File: config.mk
export PLATFORM = sky130hd
export DESIGN_NAME = mem_resp
export DESIGN_NICKNAME = d
export VERILOG_FILES = /design/src/rtl/mem_resp_pkg.sv /design/src/rtl/mem_resp_load_align.sv /design/src/rtl/mem_resp.sv
export SDC_FILE = /design/constraint.sdc
export NUM_CORES = 1
export LEC_CHECK = 0
export ABC_AREA = 1
export CAP_MARGIN = 20
export CELL_PAD_IN_SITES_DETAIL_PLACEMENT = 1
export CELL_PAD_IN_SITES_GLOBAL_PLACEMENT = 1
export CORE_UTILIZATION = 40
export CTS_CLUSTER_DIAMETER = 100
export DETAILED_ROUTE_END_ITERATION = 8
export PLACE_DENSITY = 0.85
export REMOVE_ABC_BUFFERS = 1
export SLEW_MARGIN = 30
export SYNTH_ARGS = -nofsm -noshare
export SYNTH_HDL_FRONTEND = slang
export SYNTH_SLANG_ARGS = --single-unit
File: constraint.sdc
create_clock -name clk -period 3.4 [get_ports clk]
set_input_delay 0.68 -clock clk [delete_from_list [all_inputs] [get_ports clk]]
set_output_delay 0.68 -clock clk [all_outputs]
set_load 0.05 [all_outputs]
File: src/rtl/mem_resp_pkg.sv
// rtl/mem_resp_pkg.sv - shared types and load-op encodings for the data-SRAM response stage
package mem_resp_pkg;

    localparam int LOAD_OP_LB  = 0;
    localparam int LOAD_OP_LBU = 1;
    localparam int LOAD_OP_LH  = 2;
    localparam int LOAD_OP_LHU = 3;
    localparam int LOAD_OP_LW  = 4;
    localparam int LOAD_OP_LWL = 5;
    localparam int LOAD_OP_LWR = 6;

    typedef logic [6:0]  load_op_t;
    typedef logic [31:0] uint32_t;
    typedef logic [31:0] virt_t;

    // One outstanding SRAM request; data holds the already-aligned load result.
    typedef struct packed {
        logic     valid;
        logic     filled;
        logic     cancel;
        load_op_t load_op;
        logic [1:0] addr_lo;
        uint32_t  rt_old;
        logic [4:0] dest;
        uint32_t  data;
    } entry_t;

endpackage

File: src/rtl/mem_resp_load_align.sv
// rtl/mem_resp_load_align.sv - aligns and extends a returned SRAM word for one load op
module mem_resp_load_align
    import mem_resp_pkg::*;
(
    input  logic [6:0]  load_op,
    input  logic [1:0]  addr_lo,
    input  logic [31:0] rdata,
    input  logic [31:0] rt_old,
    output logic [31:0] data
);

    logic [7:0]  byte_sel;
    logic [15:0] half_sel;

    always_comb begin
        byte_sel = rdata[7:0];
        case (addr_lo)
            2'd0: byte_sel = rdata[7:0];
            2'd1: byte_sel = rdata[15:8];
            2'd2: byte_sel = rdata[23:16];
            2'd3: byte_sel = rdata[31:24];
            default: byte_sel = rdata[7:0];
        endcase
        half_sel = addr_lo[1] ? rdata[31:16] : rdata[15:0];
    end

    always_comb begin
        data = '0;
        if (load_op[LOAD_OP_LB]) begin
            data = {{24{byte_sel[7]}}, byte_sel};
        end else if (load_op[LOAD_OP_LBU]) begin
            data = {24'd0, byte_sel};
        end else if (load_op[LOAD_OP_LH]) begin
            data = {{16{half_sel[15]}}, half_sel};
        end else if (load_op[LOAD_OP_LHU]) begin
            data = {16'd0, half_sel};
        end else if (load_op[LOAD_OP_LW]) begin
            data = rdata;
        end else if (load_op[LOAD_OP_LWL]) begin
            // lwl fills the high bytes of rt with the low end of the word
            case (addr_lo)
                2'd0: data = {rdata[7:0],  rt_old[23:0]};
                2'd1: data = {rdata[15:0], rt_old[15:0]};
                2'd2: data = {rdata[23:0], rt_old[7:0]};
                default: data = rdata;
            endcase
        end else if (load_op[LOAD_OP_LWR]) begin
            case (addr_lo)
                2'd0: data = rdata;
                2'd1: data = {rt_old[31:24], rdata[31:8]};
                2'd2: data = {rt_old[31:16], rdata[31:16]};
                default: data = {rt_old[31:8], rdata[31:24]};
            endcase
        end
    end

endmodule

File: src/rtl/mem_resp.sv
// rtl/mem_resp.sv - in-order response queue for data-SRAM loads/stores with flush draining
module mem_resp
    import mem_resp_pkg::*;
#(
    parameter int DEPTH = 2
) (
    input  logic        clk,
    input  logic        resetn,
    input  logic        req_valid,
    output logic        req_ready,
    input  logic [6:0]  req_load_op,
    input  logic [1:0]  req_addr_lo,
    input  logic [31:0] req_rt_old,
    input  logic [4:0]  req_dest,
    input  logic        data_data_ok,
    input  logic [31:0] data_rdata,
    input  logic        flush,
    output logic        wb_valid,
    input  logic        wb_ready,
    output logic [31:0] wb_data,
    output logic [4:0]  wb_dest,
    output logic        idle
);

    localparam int AW = $clog2(DEPTH);
    localparam logic [AW:0] FULL = (AW + 1)'(DEPTH);

    entry_t        q [DEPTH];
    logic [AW-1:0] head;
    logic [AW-1:0] fill;
    logic [AW-1:0] tail;
    logic [AW:0]   count;
    logic          stray_ok;

    logic          fill_ok;
    logic          do_fill;
    logic          do_push;
    logic          do_pop;
    logic          head_load;
    logic          head_done;
    logic [31:0]   fill_data;

    assign fill_ok   = q[fill].valid && !q[fill].filled;
    assign do_fill   = data_data_ok && fill_ok;
    assign head_load = q[head].load_op != '0;
    assign head_done = q[head].valid && q[head].filled;
    assign wb_valid  = head_done && !q[head].cancel && head_load;
    assign do_pop    = head_done && (q[head].cancel || !head_load || wb_ready);
    assign req_ready = count < FULL;
    assign do_push   = req_valid && req_ready;
    assign idle      = count == '0;
    assign wb_data   = wb_valid ? q[head].data : '0;
    assign wb_dest   = wb_valid ? q[head].dest : '0;

    // Alignment happens at fill time so the head only ever presents registered data.
    mem_resp_load_align u_align (
        .load_op (q[fill].load_op),
        .addr_lo (q[fill].addr_lo),
        .rdata   (data_rdata),
        .rt_old  (q[fill].rt_old),
        .data    (fill_data)
    );

    always_ff @(posedge clk) begin
        if (!resetn) begin
            for (int i = 0; i < DEPTH; i++) begin
                q[i] <= '0;
            end
            head     <= '0;
            fill     <= '0;
            tail     <= '0;
            count    <= '0;
            stray_ok <= 1'b1;
        end else begin
            // Responses to requests issued before a reset may still arrive until new traffic starts.
            assert (!data_data_ok || fill_ok || stray_ok);

            if (flush) begin
                for (int i = 0; i < DEPTH; i++) begin
                    if (q[i].valid) begin
                        q[i].cancel <= 1'b1;
                    end
                end
            end

            if (do_fill) begin
                q[fill].filled <= 1'b1;
                q[fill].data   <= fill_data;
                fill           <= fill + 1'b1;
            end

            if (do_pop) begin
                q[head].valid <= 1'b0;
                head          <= head + 1'b1;
            end

            // Tail never aliases a live entry here because pushes require req_ready.
            if (do_push) begin
                q[tail].valid   <= 1'b1;
                q[tail].filled  <= 1'b0;
                q[tail].cancel  <= 1'b0;
                q[tail].load_op <= req_load_op;
                q[tail].addr_lo <= req_addr_lo;
                q[tail].rt_old  <= req_rt_old;
                q[tail].dest    <= req_dest;
                q[tail].data    <= '0;
                tail            <= tail + 1'b1;
                stray_ok        <= 1'b0;
            end

            case ({do_push, do_pop})
                2'b10:   count <= count + 1'b1;
                2'b01:   count <= count - 1'b1;
                default: count <= count;
            endcase
        end
    end

endmodule

==> results of run 1 <==
## power breakdown
group,switching [mW],internal (mW),total (mW)
Sequential,0.0545,2.28,2.34
Clock,0.959,1.03,1.99
Combinational,1.14,0.502,1.64
Total,2.15,3.81,5.96
## cell type report
class	count	area, um2	area share
Multi-Input combinational cell	1084	4740	0.381
Inverter	132	495	0.0398
Clock buffer	19	454	0.0365
Clock inverter	13	151	0.0122
Sequential cell	169	4310	0.346
Antenna cell	1	2.50	0.000201
Timing Repair Buffer	153	1880	0.151
Tap cell	324	405	0.0326
## path summary, 6_finish.rpt
| path | start | end | slack (ns) | cells after the start |
|---|---|---|---|---|
| max reg2reg | flip-flop | q[1][24] | 0.61 | 10 |
| max | flip-flop | wb_data[15] | 0.14 | 7 |
| min | q[0][2] | q[0][2] | 0.47 | 2 |
| min reg2reg | q[0][2] | q[0][2] | 0.47 | 2 |
## layer usage
layer  global-route usage  wire length, um
met5                    0                0
met3               0.0421             1600
met1                0.341            14800
met2                0.526            18600
met4                0.110             1080
## cells in the final DEF (no fill, tap or decap), drive strengths merged
cell type,instances
a21oi,139
diode,1
clkinv,8
nand4,10
a31oi,1
ha,1
a21o,1
or2,14
nand3,142
nor2,156
o211ai,10
clkdlybuf4s50,85
dfxtp,77
nor4,1
o21a,1
o22ai,2
nand2,540
nor3,3
xor2,1
o21ai,61
clkbuf,19
buf,68
inv,137
or3,1
edfxtp,92
## registers in the layout, indices dropped and copies added (netlist names), named ones only
| signal | flops |
|---|---|
| tail | 1 |
| fill | 1 |
| count | 2 |
| q | 162 |
| head | 1 |
## critical path: stages (launching register included)
cell	delay, ns
dfxtp_1	0.37
inv_1	0.08
or2_2	0.28
o22ai_1	0.24
nand2_1	0.32
buf_12	0.29
a21oi_1	0.36
buf_12	0.19
## kinds of logic (layout without fill, tap and decap cells)
logic type,after synthesis,in the layout,synth area share
adders and majority gates,1,1,0.00125
buffers and inverters,224,317,0.0973
xor gates and xnor gates,1,1,0.000876
and+or+nand+nor,867,867,0.357
other,0,1,0
DFF,169,169,0.431
AOI/OAI and AO/OA,215,215,0.113
==> results.toml, run 1 <==
[setup_path]
worstPathArrival_ns = 2.58
endpoint_kind = "output pin"
worstPathMaxFanout = 32
worstPathRequired_ns = 2.72
criticalPathCategory = "reg -> out"
critPathLaunchType = "flip-flop"

[clock_network]
postCtsResizedCells = 2
holdBufCountCts = 0
htree_levels = 4
cts_num_sinks = 169
clk_path_buf_depth = 2
tritoncts = "built"
cts_root_buf = "clkbuf_16"
post_cts_buffers = 0
cts_made_buffers = 17
clk_latency_ns = 0.44
clk_pin_slew_ns = 0.08

[synth]
synth_ff_type = "edfxtp_1"
synth.top_cell.area_share = 0.276
synth-seq-cells = 169
syn_area_um2 = 9990
synth_top_cells_by_area = "edfxtp_1, nand2_1, dfxtp_1"
seq_area_frac_synth = 0.431
async_reset_ff_frac = 0
yosys.area.top_type = "edfxtp_1"
synthDistinctLibCells = 36
yosysWarnings = 0
yosysMostFrequentCell = "nand2_1"
syn_area_per_cell_um2 = 6.77
synth_edf_count = 92
synth_common_cells = "nand2_1, nor2_1, nand3_1"
synthCells = 1477

[power_and_ir_drop]
power_mw = 5.96
powerDensity_nw_per_um2 = 480
ir_drop_uv = 307
p_leak_nw = 5.43

[sta]
rsz0062_at_grt = "no"
fin_skew_ns = 0.0151
finalSetupViolations = 0
fin_ws_ns = 0.138
max_slew_margin = 0.455
hold_viol = 0
fin_tns_setup_ns = 0
drv_slew = 0
fmax_mhz = 307
timing.hold.ws_ns = 0.467
min_period_over_period = 0.959
tightest_slew_ns = 0.816
layout_min_cycle_time_ns = 3.26

[placement]
dp_slack_ns = 0.339
numPortBuffers = 123
hpwl_um = 23900
place.gp.congestion = 0.878
dpl.cell_count = 1862
placed_cell_area_um2 = 11800

[final_layout]
post-route-util = 0.510
area_growth_pct = 24.4
finalNonFillerCells = 1895
fin_area_um2 = 12400
drive_gt1_frac = 0.0904
final_nets = 1642
fill_cells = 3117

[floorplan]
die_height_um = 160
die_w_um = 160
core_area_um2 = 24400
num_io_pins = 124
rows = 57
die-area_um2 = 25600
initial_core_util = 0.410

[global_routing]
grt_overflow = 0
antenna_found_initial = 1
grt_pass1_wl_um = 58100
first_global_vias = 11100
grt_max_degree = 51
track_usage = 0.289

[detailed_routing]
firstDrtPassIters = 5
finalWirelength_um = 36100
wire_per_inst_um = 19.0
post_drt_via_cell_ratio = 5.44
antenna_left = 0
vias = 10300
drtIter0Drc = 602
drc_errors = 0

[hold_path]
hold_class = "reg -> reg"

[job]
maxCapViolations = 0

[status]
outcome = "finished clean"
No activity file was read; power rests on OpenSTA's default activity.
==> run 2: changes to the inputs <==
--- a/config.mk
+++ b/config.mk
@@ -9,6 +9,7 @@
 export CAP_MARGIN = 20
 export CELL_PAD_IN_SITES_DETAIL_PLACEMENT = 1
 export CELL_PAD_IN_SITES_GLOBAL_PLACEMENT = 1
+export CORE_MARGIN = 2
 export CORE_UTILIZATION = 40
 export CTS_CLUSTER_DIAMETER = 100
 export DETAILED_ROUTE_END_ITERATION = 8
==> results.toml, run 2 (same netlist as run 1, synthesis figures left out) <==
[global_routing]
antenna_found_initial = 2
track_usage = 0.282
grt_overflow = 0
first_global_vias = 11100
grt_pass1_wl_um = 57900
grt_max_degree = 51

[floorplan]
core_area_um2 = 24400
die-area_um2 = 26300
die_w_um = 162
num_io_pins = 124
die_height_um = 162
rows = 57
initial_core_util = 0.410

[final_layout]
final_nets = 1643
largest-register = "q"
final_common_cell = "nand2_1"
top_regs = "q (162), count (2)"
layout_common_cells = "nand2_1, nor2_1, nand3_1"
area_growth_pct = 24.2
fill_cells = 3138
largest_reg_flops = 162
drive_gt1_frac = 0.0904

[detailed_routing]
vias = 10400
wire_per_inst_um = 19.2
antenna_left = 0
drc_errors = 0
finalWirelength_um = 36300
drtIter0Drc = 714
firstDrtPassIters = 5
post_drt_via_cell_ratio = 5.50

[clock_network]
post_cts_buffers = 0
cts_made_buffers = 17
cts_root_buf = "clkbuf_16"
holdBufCountCts = 0
clk_latency_ns = 0.44
clk_pin_slew_ns = 0.07
clk_path_buf_depth = 2
tritoncts = "built"
htree_levels = 4
cts_num_sinks = 169

[placement]
numPortBuffers = 123
hpwl_um = 24000
dp_slack_ns = 0.517
place.gp.congestion = 0.914

[sta]
fin_skew_ns = 0.0146
fin_ws_ns = 0.191
max_slew_margin = 0.446
min_period_over_period = 0.944
tightest_slew_ns = 0.829
hold_viol = 0
rsz0062_at_grt = "no"
fin_tns_setup_ns = 0
drv_slew = 0
finalSetupViolations = 0
layout_min_cycle_time_ns = 3.21
fmax_mhz = 312

[setup_path]
worstPathMaxFanout = 31
critPathLaunchType = "flip-flop"
endpoint_kind = "output pin"
criticalPathCategory = "reg -> out"
worstPathRequired_ns = 2.72
worstPathArrival_ns = 2.53

[power_and_ir_drop]
p_leak_nw = 5.42
ir_drop_uv = 428
power_mw = 5.95
powerDensity_nw_per_um2 = 479

[job]
maxCapViolations = 0

[status]
outcome = "finished clean"

[hold_path]
hold_class = "reg -> reg"
## run 2: through the flow
step           cells  hold slack, ns  instance area [um2]  utilization
6_report        1897           0.469                12400        0.509
5_1_grt         1897           0.491                12400        0.509
4_1_cts         1895           0.469                12400        0.509
3_5_place_dp    1863           0.460                11800        0.484
3_3_place_gp    1863           0.441                11800        0.484
2_1_floorplan   1385           0.423                 9520            -
## run 2: power by group
group	leakage (nW)	internal (mW)	switching, mW
clock network	0.288	1.02	0.956
registers	1.59	2.28	0.0578
logic	3.55	0.498	1.13
## run 2: worst paths after layout
check	start	end	slack, ns	cells after the start
setup / recovery	flip-flop	wb_data[7]	0.19	7
setup reg to reg	flip-flop	q[1][26]	0.63	15
hold / removal	q[0][7]	q[0][7]	0.47	2
hold reg to reg	q[0][7]	q[0][7]	0.47	2
## run 2: what timing repair did
item / 4_1_cts / 5_1_grt
pin swaps: 0 / 0
gates resized for setup: 1 / 2
endpoints found under the hold margin: 0 / 0
endpoints found under the setup margin: 2 / 8
## run 2: area by class of cell
type                       instances  area, um2  area share
tap                              324        405      0.0327
antenna                            2       5.00    0.000403
inverter                         132        495      0.0399
clock inverter                    14        141      0.0114
multi-input combinational       1084       4730       0.381
sequential                       169       4310       0.347
timing repair buffer             154       1880       0.151
clock buffer                      18        450      0.0363
## run 2: worst max-delay path, stage by stage (launching register included)
cell,delay (ns)
dfxtp_1,0.37
inv_1,0.09
or2_2,0.29
o22ai_1,0.27
nand2_2,0.26
buf_12,0.26
a21oi_1,0.35
buf_12,0.19
## run 2: metal layers
layer / GRT usage / vias to the layer above / routed length [um]
met3: 0.0465 / 99 / 1980
li1: - / 4895 / -
met1: 0.337 / 5061 / 14800
met4: 0.144 / 0 / 1650
met2: 0.488 / 376 / 17900
met5: 0 / - / 0
